==> config.mk <==
export PLATFORM = sky130hd
export DESIGN_NAME = uart_tx_sched
export DESIGN_NICKNAME = d
export VERILOG_FILES = /design/src/rtl/uart_tx_sched.sv
export SDC_FILE = /design/constraint.sdc
export NUM_CORES = 1
export LEC_CHECK = 0
export CAP_MARGIN = 5
export CORE_ASPECT_RATIO = 1.1
export CORE_MARGIN = 2
export CORE_UTILIZATION = 40
export DETAILED_ROUTE_END_ITERATION = 6
export PLACE_DENSITY = 0.73
export SLEW_MARGIN = 20
export SYNTH_ARGS = -nofsm -noshare
export SYNTH_HDL_FRONTEND = slang
export SYNTH_SLANG_ARGS = --single-unit
==> constraint.sdc <==
create_clock -name clk -period 3.5 [get_ports clk]
set_input_delay 0.35 -clock clk [delete_from_list [all_inputs] [get_ports clk]]
set_output_delay 0.35 -clock clk [all_outputs]
set_load 0.01 [all_outputs]
==> src/rtl/uart_tx_sched.sv <==
// rtl/uart_tx_sched.sv - round-robin frame scheduler sharing one UART byte transmitter
// Frames are HDR, requester ID, payload bytes, XOR checksum of ID and payload.
module uart_tx_sched #(
    parameter int          NREQ    = 4,
    parameter int          TIMEOUT = 1024,
    parameter logic [7:0]  HDR     = 8'hA5
) (
    input  logic                clk,
    input  logic                rst_n,
    input  logic [NREQ-1:0]     req_valid_i,
    input  logic [8*NREQ-1:0]   req_data_i,
    input  logic [NREQ-1:0]     req_last_i,
    output logic [NREQ-1:0]     req_ready_o,
    output logic [NREQ-1:0]     grant_o,
    output logic [7:0]          txd_data_o,
    output logic                txd_en_o,
    input  logic                txd_flag_i,
    output logic                busy_o,
    output logic                frame_done_o,
    output logic                timeout_o
);

    localparam int GW = $clog2(NREQ);
    localparam int CW = $clog2(TIMEOUT);

    typedef enum logic [1:0] {S_IDLE, S_SEND, S_WAIT, S_FETCH} state_t;
    typedef enum logic [1:0] {P_HDR, P_ID, P_PLD, P_CSUM} phase_t;

    state_t         state, state_n;
    phase_t         phase, phase_n;
    logic [GW-1:0]  g, g_n;
    logic [GW-1:0]  last_grant, last_grant_n;
    logic [7:0]     data, data_n;
    logic [7:0]     csum, csum_n;
    logic           last, last_n;
    logic [CW-1:0]  cnt, cnt_n;
    logic           done, done_n;

    logic [NREQ-1:0] rot;
    logic [GW:0]     sum;
    logic [GW-1:0]   pick;
    logic            pick_ok;
    logic [7:0]      id_byte;
    logic [7:0]      pld;

    assign id_byte = {{(8-GW){1'b0}}, g};
    assign pld     = req_data_i[{g, 3'b000} +: 8];

    // Rotate requests so bit j is requester last_grant+1+j; lowest set bit wins.
    always_comb begin
        rot     = NREQ'({req_valid_i, req_valid_i} >> ({1'b0, last_grant} + (GW+1)'(1)));
        sum     = '0;
        pick_ok = 1'b0;
        for (int j = NREQ - 1; j >= 0; j--) begin
            if (rot[j]) begin
                sum     = {1'b0, last_grant} + (GW+1)'(j + 1);
                pick_ok = 1'b1;
            end
        end
        pick = (sum >= (GW+1)'(NREQ)) ? GW'(sum - (GW+1)'(NREQ)) : GW'(sum);
    end

    always_ff @(posedge clk or negedge rst_n) begin
        if (!rst_n) begin
            state      <= S_IDLE;
            phase      <= P_HDR;
            g          <= '0;
            last_grant <= GW'(NREQ - 1);
            data       <= '0;
            csum       <= '0;
            last       <= 1'b0;
            cnt        <= '0;
            done       <= 1'b0;
        end else begin
            state      <= state_n;
            phase      <= phase_n;
            g          <= g_n;
            last_grant <= last_grant_n;
            data       <= data_n;
            csum       <= csum_n;
            last       <= last_n;
            cnt        <= cnt_n;
            done       <= done_n;
        end
    end

    always_comb begin
        state_n      = state;
        phase_n      = phase;
        g_n          = g;
        last_grant_n = last_grant;
        data_n       = data;
        csum_n       = csum;
        last_n       = last;
        cnt_n        = cnt;
        done_n       = 1'b0;
        timeout_o    = 1'b0;
        case (state)
            S_IDLE: begin
                if (pick_ok) begin
                    g_n     = pick;
                    data_n  = HDR;
                    csum_n  = '0;
                    phase_n = P_HDR;
                    state_n = S_SEND;
                end
            end
            S_SEND: state_n = S_WAIT;
            S_WAIT: begin
                if (txd_flag_i) begin
                    case (phase)
                        P_HDR: begin
                            data_n  = id_byte;
                            csum_n  = csum ^ id_byte;
                            phase_n = P_ID;
                            state_n = S_SEND;
                        end
                        P_ID: begin
                            cnt_n   = '0;
                            state_n = S_FETCH;
                        end
                        P_PLD: begin
                            if (last) begin
                                data_n  = csum;
                                phase_n = P_CSUM;
                                state_n = S_SEND;
                            end else begin
                                cnt_n   = '0;
                                state_n = S_FETCH;
                            end
                        end
                        default: begin
                            done_n       = 1'b1;
                            last_grant_n = g;
                            state_n      = S_IDLE;
                        end
                    endcase
                end
            end
            S_FETCH: begin
                if (req_valid_i[g]) begin
                    data_n  = pld;
                    csum_n  = csum ^ pld;
                    last_n  = req_last_i[g];
                    phase_n = P_PLD;
                    cnt_n   = '0;
                    state_n = S_SEND;
                end else if (cnt == CW'(TIMEOUT - 1)) begin
                    // Stalled requester: close the frame with what has been summed so far.
                    data_n    = csum;
                    phase_n   = P_CSUM;
                    timeout_o = 1'b1;
                    cnt_n     = '0;
                    state_n   = S_SEND;
                end else begin
                    cnt_n = cnt + 1'b1;
                end
            end
            default: state_n = S_IDLE;
        endcase
    end

    assign txd_en_o     = (state == S_SEND);
    assign busy_o       = (state != S_IDLE);
    assign grant_o      = busy_o ? (NREQ'(1) << g) : '0;
    assign req_ready_o  = (state == S_FETCH) ? (NREQ'(1) << g) : '0;
    assign txd_data_o   = data;
    assign frame_done_o = done;

endmodule

# Word level (Yosys, flattened, before mapping)
# Index checks and enable logic that the tools add are counted.
[word_totals]
regBits = 36
out_inout_bits = 20
inputBits = 43
[classes]
shifts = 3
muxes = 53
bitwise_logic = 3
order_cmp = 2
n_addsub = 6
n_reduce_logical = 13
n_eq_ne = 15
[ops]
columns = ["operator", "count"]
rows = [
  ["8-bit 2-to-1 mux", 9],
  ["8-bit case mux with 3 select lines", 2],
  ["10-bit 2-to-1 mux", 4],
  ["10-bit case mux with 2 select lines", 2],
  ["32-bit by 6-bit variable part select with 8-bit output", 1],
  ["2-bit 2-to-1 mux", 11],
  ["8-bit case mux with 2 select lines", 1],
  ["1-bit 2-to-1 mux", 12],
  ["3-bit 2-to-1 mux", 4],
  ["2-bit case mux with 3 select lines", 2],
  ["10-bit by 1-bit adder with 10-bit output, second input constant", 1],
  ["10-bit equality test, second input constant", 1],
  ["3-bit inequality test, second input constant", 3],
  ["4-bit 2-to-1 mux", 2],
  ["2-bit case mux with 4 select lines", 1],
  ["8-bit by 3-bit right shift with 4-bit output", 1],
  ["8-bit by 2-bit bitwise XOR with 8-bit output", 1],
  ["8-bit bitwise XOR", 1],
  ["2-bit by 2-bit adder with 3-bit output, second input constant", 2],
  ["2-bit equality test, second input constant", 3],
  ["2-bit inequality test, second input constant", 3],
  ["3-bit by 2-bit inequality test with 1-bit output, second input constant", 2],
  ["3-bit AND reduction", 2],
  ["6-bit AND reduction", 1],
  ["18 further kinds", 23],
]

# Longest topological paths before layout
# Gate-level depths: netlist (run 1).
[logic_depth]
word_depth = 8
mapped_depth = 8
depth_no_buf = 7

# Least setup slack after synthesis (run 1)
# Ideal clock, no wire load.
[synth_path]
kind = "register to register"
from = "reg state[0]"
to = "reg cnt[3]"
path_buffers = 1
slack_ns = 1.689
period_less_slack_ns = 1.811
path_stages_with_launch = 9
arrival_ns = 1.728
cell_sequence = "dfrtp_1 > inv_1 > ha_1 > and2_1 > a311oi_1 > or3_1 > clkbuf_2 > or3_1 > o21ai_0"
[synth_via]
elab_chain_cells = 3
elab_cells_between_ends = 8
classes_between = "eq/ne (5); mux (1); reduce/logical (2)"
[synth_lines]
columns = ["element", "line_no", "text"]
rows = [
  ["start: declaration", "29", "state_t state, state_n;"],
  ["start signal: assignment", "75", "state <= state_n;"],
  ["2-bit equality test", "98", "case (state)"],
  ["3-bit by 2-bit inequality test with 1-bit output (no line) (tied with other cells)", "--", ""],
  ["4-bit AND reduction (no line)", "--", ""],
  ["end signal: assignment", "82", "cnt <= cnt_n;"],
  ["end: declaration", "36", "logic [CW-1:0] cnt, cnt_n;"],
]
# Several ways; a longest one is shown, not always the timed one.
# A chain may end at the register's enable or synchronous reset.

# Worst setup path in the final report (run 1)
[layout_path]
from = "reg g[0]"
to = "out timeout_o"
[layout_via]
elab_chain_cells = 4
[layout_lines]
columns = ["element", "line_no", "text"]
rows = [
  ["start: declaration", "31", "logic [GW-1:0] g, g_n;"],
  ["start signal: assignment", "77", "g <= g_n;"],
  ["1-bit binary-select mux with 2-bit select", "141", "if (req_valid_i[g]) begin"],
  ["1-bit 2-to-1 mux (not written as such)", "141", ""],
  ["1-bit 2-to-1 mux", "141", ""],
  ["1-bit 2-to-1 mux", "98", ""],
  ["end: declaration", "20", "output logic timeout_o"],
]
# No other way between the ends. The select of a mux whose other input is x is not followed.

==> results_dict.tcl, run 1 <==
set metrics [dict create \
    die-width_um 77 \
    timing.final.setup_violations 0 \
    core.rowCount 29 \
    yosys.area.top_type "dfrtp_1" \
    numPortBuffers 62 \
    run_status "finished, final reports clean" \
    cp.buffers_inverters 1 \
    synth_area_leaders "dfrtp_1 (36%), mux4_2 (8.6%), o21ai_0 (6.2%)" \
    drtIter0Drc 205 \
    clock_tree.buffer_depth 2 \
    worst_ir_drop_vdd_mv 0.308 \
    groute.usage.overall_pct 18.6 \
    critical_path.cell_chain "nor2b_1, a22oi_2, nor2b_1, clkdlybuf4s50_1" \
    synth.ff_latch_count 36 \
    antenna_left 0 \
    first_global_vias 2109 \
    filler_cell_count 547 \
    clock-root-buffer "clkbuf_8" \
    pin_count 63 \
    die_area_um2 6490 \
    most_common_cell_after_layout_fill_and_taps_aside "clkdlybuf4s50_1" \
    ys_types 49 \
    crit_slowest_cell "dfrtp_1" \
    dominantRegCellSynth "dfrtp_1" \
    worstPathArrival_ns 2.50 \
    fp.coreArea_um2 5730 \
    grt_residual_overflow 0 \
    setup_tns_ns 0 \
    cts_sinks 36 \
    grt_pass1_wl_mm 9.69 \
    period_needed_ns 2.85 \
    vias 2187 \
    maxCapViolations 0 \
    antenna_violations_before_repair 0 \
    timing.critical_path.to_type "output pin" \
    cts_hold_buffers 0 \
    worst_path_most_repeated_cell "nor2b_1" \
    fin_crit_sh_pct 81.4 \
    numCtsBuffers 5 \
    synthesis.area_um2 2340 \
    clock-skew-final_ns 0.00684 \
    final_area_um2 3130 \
    drt_drc_violations_left 0 \
    wl_per_cell_um 14.9 \
    clock_tree_from_tritoncts "yes" \
    report.final.hold_viol_count 0 \
    drtPass1Iterations 5 \
    wl_mm 5.87 \
    power_per_cell_area_nw_per_um2 673 \
    floorplan.initialDensity_pct 40.9 \
    die_y_um 84.3 \
    critical-path-top-delay-family "flip-flops" \
    ys_seq_area_share_pct 38.5 \
    timing.setup.critical_path_class "reg -> out" \
    setup_repair_after_global_routing_missed_its_margin "false" \
    postSynthCellCount 256 \
    worst_pin_slew_ns 0.826 \
    syn_area_per_cell_um2 9.16 \
    place_hpwl_mm 4.28 \
    max_slew_headroom_pct 44.9 \
    final_weighted_congestion_in_routability_driven_placement 0.821 \
    placement.cell_area_um2 3020 \
    insertedDiodeCount 0 \
    synth.top_cell.area_share_pct 36.3 \
    finalMaxSlewViolations 0 \
    critPathLaunchType "flop" \
    synth_to_final_area_change_pct 33.7 \
    critPathMaxFanout 17 \
    nNetsFinal 364 \
    avgViaCountPerCell 5.55 \
    synthArstFlopShare_pct 100 \
    hold_class "in -> async" \
    cp_data_required_time_ns 3.15 \
    resize_count_post_cts 0 \
    layout_common_cells "clkdlybuf4s50_1 (62), nand2_1 (38), dfrtp_1 (34)" \
    max_freq_mhz 351 \
    h-tree-depth 2 \
    leakage_uw 0.00125 \
    clock_transition_time_at_the_flip_flop_clock_pins_of_the_worst_setup_and_hold_paths_ns 0.07 \
    largest_net_degree_at_the_start_of_global_routing 37 \
    synth.yosys.warnings 0 \
    cts_post_setup_buffers_inserted 0 \
    synth_fp_nets 304 \
    clk_latency_ns 0.30 \
    layout-drive-gt1-share_pct 8.83 \
    critical_path.max_stage_delay_ns 0.86 \
    synth-edff-count 0 \
]
## cells in the mapped netlist (2+ instances only)
cell type	number
a21oi_1	5
a221oi_1	4
a22oi_1	4
a31oi_1	3
and2_1	4
and3_1	4
buf_2	2
buf_4	2
buf_6	2
clkbuf_1	6
dfrtp_1	34
dfstp_2	2
ha_1	5
inv_1	13
mux2i_1	4
mux4_2	9
nand2_1	38
nand2b_1	2
nand3_1	8
nand3b_1	6
nand4_1	4
nor2_1	15
nor2b_1	8
nor3_1	4
o211ai_1	2
o21ai_0	29
o21bai_1	2
o221ai_1	6
o22ai_1	2
o2bb2ai_1	3
o31ai_1	3
or3_1	4
## kinds of logic (layout without fill, tap and decap cells)
kind of cell,Yosys count,count (layout),synth area share [%]
buffers and inverters,26,87,5.28
flip-flops,36,36,38.5
AND/OR/NAND/NOR,103,103,21.8
adder cells (fa/ha/maj),5,5,2.67
AO/OA/AOI/OAI,71,71,19.9
multiplexers,15,15,11.8
## worst paths after layout
kind                                from       endpoint  slack (ns)  cells after the start
max in group asynchronous          rst_n  last_grant[0]        2.68                      2
min in group clk           last_grant[1]  last_grant[1]        0.49                      2
min                                rst_n           g[0]        0.47                      2
max reg2reg                         g[0]  txd_data_o[5]        0.86                      5
min reg2reg                last_grant[1]  last_grant[1]        0.49                      2
max                                 g[0]      timeout_o        0.65                      4
## registers in the layout, summed over array words and instances, names as in the netlist
register / flops
cnt: 10
last_grant: 2
state: 2
txd_data_o: 8
frame_done_o: 1
g: 2
csum: 8
phase: 2
last: 1
## cell type report
type                    count  area (um2)  share of cell area, %
repair buffers             66         651                   20.8
clock inverters             3        42.5                   1.36
inverters                  13        48.8                   1.56
multi-input cells         194        1320                   42.2
flip-flops and latches     36         903                   28.8
well taps                  77        96.3                   3.07
clock buffers               5        68.8                   2.20
## power breakdown
group          leakage, uW  switching, uW  internal [uW]  total, uW
clock            0.0000541            164            211        375
sequential        0.000468            117            528        645
combinational     0.000727            576            513       1090
total              0.00125            857           1250       2110
## metrics by stage
stage | cells | worst slack (ns) | util [%] | power, uW | hold WS, ns
5_1_grt | 394 | 0.472 | 54.7 | 2250 | 0.516
3_3_place_gp | 386 | 0.848 | 52.6 | 1710 | 0.468
2_1_floorplan | 256 | 1.69 | - | 1360 | 0.0544
3_5_place_dp | 386 | 0.731 | 52.6 | 1730 | 0.475
4_1_cts | 394 | 0.628 | 54.6 | 2110 | 0.487
6_report | 394 | 0.652 | 54.7 | 2110 | 0.472
## layer usage
metal	vias up	GRT usage, %	share of wire, %
met5	-	0	0
met4	0	5.52	0.97
met3	4	4.09	6.3
met2	68	30.3	47
met1	1050	25.1	45
li1	1065	-	-
(Power assumes the default switching activity.)
==> run 2, diff against run 1 <==
--- a/config.mk
+++ b/config.mk
@@ -10,7 +10,7 @@
 export CORE_MARGIN = 2
 export CORE_UTILIZATION = 40
 export DETAILED_ROUTE_END_ITERATION = 6
-export PLACE_DENSITY = 0.73
+export PLACE_DENSITY = 0.76
 export SLEW_MARGIN = 20
 export SYNTH_ARGS = -nofsm -noshare
 export SYNTH_HDL_FRONTEND = slang
==> constraint.sdc (replaced) <==
create_clock -name clk -period 2.5 [get_ports clk]
set_input_delay 0.25 -clock clk [delete_from_list [all_inputs] [get_ports clk]]
set_output_delay 0.25 -clock clk [all_outputs]
set_load 0.01 [all_outputs]
==> run 2 against run 1 <==
  * Final cell count increased by 1.5%
  * Sequential share of layout area decreased by 0.28 points
  * Sequential power increased by 37%
  * Clock-buffer cell count increased by 1
  * Via count increased by 2.5%
  * First-iteration DRC count decreased by 12%
  * Worst setup slack got worse by 0.51 ns
  * Die area unchanged
  * Global-route usage increased by 1.1 points
  * Clock skew increased by 0.0012 ns
  * Register-to-register slack got worse by 0.62 ns
  * Critical endpoint unchanged
  * Highest routed layer unchanged
==> results_dict.tcl, run 2 (synthesized netlist as in run 1, its figures left out) <==
set metrics [dict create \
    run_status "finished, final reports clean" \
    clock_tree_from_tritoncts "yes" \
    die_area_um2 6490 \
    leakage_uw 0.00129 \
    hold_class "in -> async" \
    cts_sinks 36 \
    timing.critical_path.to_type "output pin" \
    wl_per_cell_um 14.7 \
    timing.final.ws_setup_ns 0.144 \
    nNetsFinal 370 \
    layout-drive-gt1-share_pct 10.5 \
    worst_pin_slew_ns 0.453 \
    most_common_cell_after_layout_fill_and_taps_aside "clkdlybuf4s50_1" \
    drtIter0Drc 181 \
    cts_hold_buffers 0 \
    period_needed_ns 2.36 \
    cts_post_setup_buffers_inserted 0 \
    place_hpwl_mm 4.47 \
    timing.hold.ws_ns 0.370 \
    clock-skew-final_ns 0.00808 \
    clock_transition_time_at_the_flip_flop_clock_pins_of_the_worst_setup_and_hold_paths_ns 0.07 \
    reg_with_most_ffs "cnt" \
    avgViaCountPerCell 5.60 \
    layout_common_cells "clkdlybuf4s50_1 (62), nand2_1 (38), dfrtp_1 (34)" \
    synth_to_final_area_change_pct 35.0 \
    seq_power_share_pct 30.1 \
    report.final.hold_viol_count 0 \
    timing.final.setup_violations 0 \
    grt_pass1_wl_mm 10.4 \
    filler_cell_count 547 \
    vias 2241 \
    wl_mm 5.90 \
    fin_crit_sh_pct 94.2 \
    h-tree-depth 2 \
    critPathLaunchType "flop" \
    critPathMaxFanout 5 \
    switching_share_pct 40.7 \
    drtPass1Iterations 4 \
    drt_drc_violations_left 0 \
    numCtsBuffers 5 \
    power_per_cell_area_nw_per_um2 928 \
    max_freq_mhz 424 \
    overall_power_uw 2940 \
    clk_latency_ns 0.29 \
    sequential_cell_area_um2 903 \
    setup_tns_ns 0 \
    core.rowCount 29 \
    grt_residual_overflow 0 \
    power_frac_comb_pct 55.2 \
    die_y_um 84.3 \
    fp.coreArea_um2 5730 \
    final_weighted_congestion_in_routability_driven_placement 0.863 \
    antenna_violations_before_repair 0 \
    die-width_um 77 \
    max_slew_headroom_pct 69.5 \
    antenna_left 0 \
    place_worst_setup_slack_ns 0.264 \
    numPortBuffers 62 \
    flip_flop_count_of_the_largest_register_after_layout 10 \
    finalMaxSlewViolations 0 \
    first_global_vias 2171 \
    worstPathArrival_ns 2.11 \
    clock_power_share_pct 14.8 \
    groute.usage.overall_pct 19.7 \
    floorplan.initialDensity_pct 40.9 \
    largest_net_degree_at_the_start_of_global_routing 37 \
    maxCapViolations 0 \
    total_switching_power_uw 1190 \
    multi_input_comb_area_um2 1330 \
    clock-root-buffer "clkbuf_8" \
    cp_data_required_time_ns 2.25 \
    insertedDiodeCount 0 \
    pin_count 63 \
    setup_repair_after_global_routing_missed_its_margin "false" \
    clock_tree.buffer_depth 2 \
    worst_ir_drop_vdd_mv 0.544 \
    cellInternalPower_uw 1740 \
    timing.setup.critical_path_class "reg -> out" \
]
run 2: metal layers:
layer	track usage [%]	vias up	share of wire, %
met5	0	-	0
met4	6.82	0	1.9
met3	3.23	12	5.5
met2	32.8	83	48
met1	26.1	1069	45
li1	-	1077	-
run 2: worst max-delay path: stages, from the launching register on:
cell	delay [ns]
dfrtp_1	0.39
ha_1	0.23
nand3_1	0.19
nor3_4	0.23
nor2b_1	0.22
clkdlybuf4s50_1	0.56
run 2: cell type report:
type                    count  share of cell area [%]
clock inverters             2                   0.316
flip-flops and latches     36                    28.5
clock buffers               6                    2.61
multi-input cells         194                    42.0
inverters                  13                    1.54
well taps                  77                    3.04
repair buffers             72                    22.0
run 2: final timing paths:
kind / from / to / slack (ns) / cells after the start
max: cnt[0] / timeout_o / 0.14 / 5
min: rst_n / csum[6] / 0.37 / 2
max reg2reg: state[0] / cnt[3] / 0.24 / 7
min reg2reg: txd_data_o[1] / txd_data_o[1] / 0.48 / 2
max in group asynchronous: rst_n / last_grant[0] / 1.77 / 2
min in group clk: txd_data_o[1] / txd_data_o[1] / 0.48 / 2
run 2: per-stage QoR:
stage	cells	instance area, um2	utilization, %
final	400	3170	55.2
after global routing	400	3170	55.2
after CTS	400	3160	55.1
after detailed placement	392	3060	53.4
after global placement	392	3060	53.4
after floorplan	256	2340	-
run 2: repair_timing:
item,in CTS,in global routing
endpoints found under the setup margin,1,1
gates resized for setup,1,1
pin swaps,0,1
run 2: power by group through the flow:
| stage | logic (uW) | clock network, uW | registers [uW] |
|---|---|---|---|
| 3_3_place_gp | 1590 | 0 | 886 |
| 6_report | 1620 | 433 | 883 |
| 3_5_place_dp | 1620 | 0 | 894 |
| 5_1_grt | 1800 | 462 | 912 |
| 2_1_floorplan | 1040 | 0 | 862 |
| 4_1_cts | 1630 | 444 | 885 |
==> run 3, diff against run 2 <==
==> constraint.sdc (replaced) <==
create_clock -name clk -period 2 [get_ports clk]
set_input_delay 0.2 -clock clk [delete_from_list [all_inputs] [get_ports clk]]
set_output_delay 0.2 -clock clk [all_outputs]
set_load 0.01 [all_outputs]
==> run 3 against run 2 <==
  * First-iteration DRC count decreased by 39%
  * Global-route usage decreased by 0.15 points
  * Die area unchanged
  * Flip-flop and latch count unchanged
  * Combinational power increased by 38%
  * Sequential share of layout area decreased by 1.6 points
  * Power increased by 31%
  * Sequential power increased by 25%
  * Worst setup slack got worse by 0.10 ns
  * Clock skew increased by 0.00077 ns
  * Wire length increased by 3.4%
  * Worst hold slack got worse by 0.054 ns
==> results_dict.tcl, run 3 (synthesized netlist as in run 1, its figures left out) <==
set metrics [dict create \
    run_status "finished, final reports clean" \
    antenna_left 0 \
    critPathMaxFanout 18 \
    drtIter0Drc 111 \
    avgViaCountPerCell 5.45 \
    final_area_um2 3360 \
    most_common_cell_after_layout_fill_and_taps_aside "clkdlybuf4s50_1" \
    clock-skew-final_ns 0.00885 \
    wl_per_cell_um 14.5 \
    critical_path.max_stage_delay_ns 0.53 \
    drt_drc_violations_left 0 \
    numCtsBuffers 5 \
    die_area_um2 6490 \
    setup_repair_after_global_routing_missed_its_margin "true" \
    insertedDiodeCount 0 \
    placement.cell_area_um2 3220 \
    power_per_cell_area_nw_per_um2 1140 \
    clock-root-buffer "clkbuf_8" \
    fp.coreArea_um2 5730 \
    clock_tree_from_tritoncts "yes" \
    die-width_um 77 \
    leakage_uw 0.00141 \
    clk_latency_ns 0.29 \
    layout_common_cells "clkdlybuf4s50_1 (54), nand2_1 (38), dfrtp_1 (32)" \
    layout-drive-gt1-share_pct 19.2 \
    flip_flop_count_of_the_largest_register_after_layout 10 \
    vias 2296 \
    groute.usage.overall_pct 19.5 \
    hold_class "in -> async" \
    drtPass1Iterations 4 \
    nNetsFinal 391 \
    max_slew_headroom_pct 69.3 \
    cp.buffers_inverters 2 \
    synth_to_final_area_change_pct 43.2 \
    place_hpwl_mm 4.66 \
    cts_sinks 36 \
    critical_path_cell_count 4 \
    clock_transition_time_at_the_flip_flop_clock_pins_of_the_worst_setup_and_hold_paths_ns 0.07 \
    maxCapViolations 0 \
    worst_ir_drop_vdd_mv 0.642 \
    numPortBuffers 62 \
    timing.setup.critical_path_class "reg -> out" \
    grt_pass1_wl_mm 10.3 \
    critical-path-top-delay-family "buffers and inverters" \
    antenna_violations_before_repair 0 \
    timing.final.setup_violations 0 \
    pin_count 63 \
    wl_mm 6.09 \
    largest_net_degree_at_the_start_of_global_routing 37 \
    r2r-end "cnt[3]" \
    max_freq_mhz 510 \
    die_y_um 84.3 \
    fin_crit_sh_pct 98.0 \
    report.final.hold_viol_count 0 \
    crit-reg2reg-launch "state[0]" \
    first_global_vias 2248 \
    h-tree-depth 2 \
    worst_pin_slew_ns 0.460 \
    clock_tree.buffer_depth 2 \
    final_weighted_congestion_in_routability_driven_placement 0.804 \
    timing.hold.ws_ns 0.317 \
    finalMaxSlewViolations 0 \
    overall_power_uw 3840 \
    cp_data_required_time_ns 1.80 \
    reg_with_most_ffs "cnt" \
    timing.critical_path.to_type "output pin" \
    ff2ff_setup_slack_ns 0.06 \
    worstPathArrival_ns 1.76 \
    core.rowCount 29 \
    critPathLaunchType "flop" \
    r2r.worst_path.cells 7 \
    crit_slowest_cell "clkdlybuf4s50_1" \
    grt_residual_overflow 0 \
    floorplan.initialDensity_pct 40.9 \
    period_needed_ns 1.96 \
    fin_util_pct 58.6 \
    critical_path.cell_chain "ha_2, buf_8, and3_1, clkdlybuf4s50_1" \
]
-- run 3: changes by cell type in the layout (fill, tap and decap cells not counted), moves of 2 or more --
cell             previous run  this run
dfrtp_2                     0         2
ha_2                        0         4
dfrtp_1                    34        32
dlygate4sd2_1               0         4
clkbuf_1                    0         2
ha_1                        5         1
clkdlybuf4s50_1            62        54
dlymetal6s2s_1              0         2
inv_1                      13        11
buf_4                      10        29
-- run 3: layer usage --
layer / track usage (%) / share of wire [%] / wire, um
met1: 24.5 / 44 / 2680
met2: 33.4 / 50 / 3060
met3: 3.55 / 4.0 / 242
met4: 7.79 / 1.9 / 114
met5: 0 / 0 / 0
-- run 3: per-stage QoR --
stage                     TNS, ns  std cells  setup WS [ns]
final                           0        421         0.0401
after CTS                       0        421         0.0175
after detailed placement   -0.173        412        -0.0625
after global placement    -0.0580        412        -0.0573
after global routing      -0.0178        421        -0.0178
after floorplan                 0        256          0.189
-- run 3: worst max-delay path by stage --
| stage | startpoint | slack (ns) | end |
|---|---|---|---|
| final | state[0] | 0.04 | req_ready_o[3] |
| after global routing | state[0] | -0.02 | cnt[3] |
| after CTS | g[0] | 0.02 | req_ready_o[0] |
| after detailed placement | req_valid_i[2] | -0.06 | timeout_o |
| after global placement | req_valid_i[2] | -0.06 | timeout_o |
| after floorplan | state[0] | 0.19 | cnt[3] |
-- run 3: worst reg2reg max path, cell delays in order, from the launching register on --
cell and delay, ns:
dfrtp_1 0.36, ha_2 0.24, nor2b_4 0.17, a22oi_2 0.10, buf_4 0.18, or3_4 0.42, or3_1 0.31, o21ai_0 0.07
-- run 3: what timing repair did --
action,4_1_cts,5_1_grt
pin swaps,1,1
gates resized for setup,15,12
setup buffers,1,0
setup endpoints to repair,10,15
hold buffers,0,0
endpoints found under the hold margin,0,0
-- run 3: final cells by class --
class,instances,area (um2)
timing repair buffer,93,868
sequential,36,906
fill,524,2370
clock inverter,1,5.00
clock buffer,7,76.3
multi-input combinational,194,1350
inverter,13,52.6
tap,77,96.3
-- run 3: power by group --
part / internal, uW / switching, uW / total [uW] / leakage [uW]
logic: 1100 / 1130 / 2230 / 0.000902
clock network: 245 / 263 / 508 / 0.0000422
registers: 929 / 170 / 1100 / 0.000466
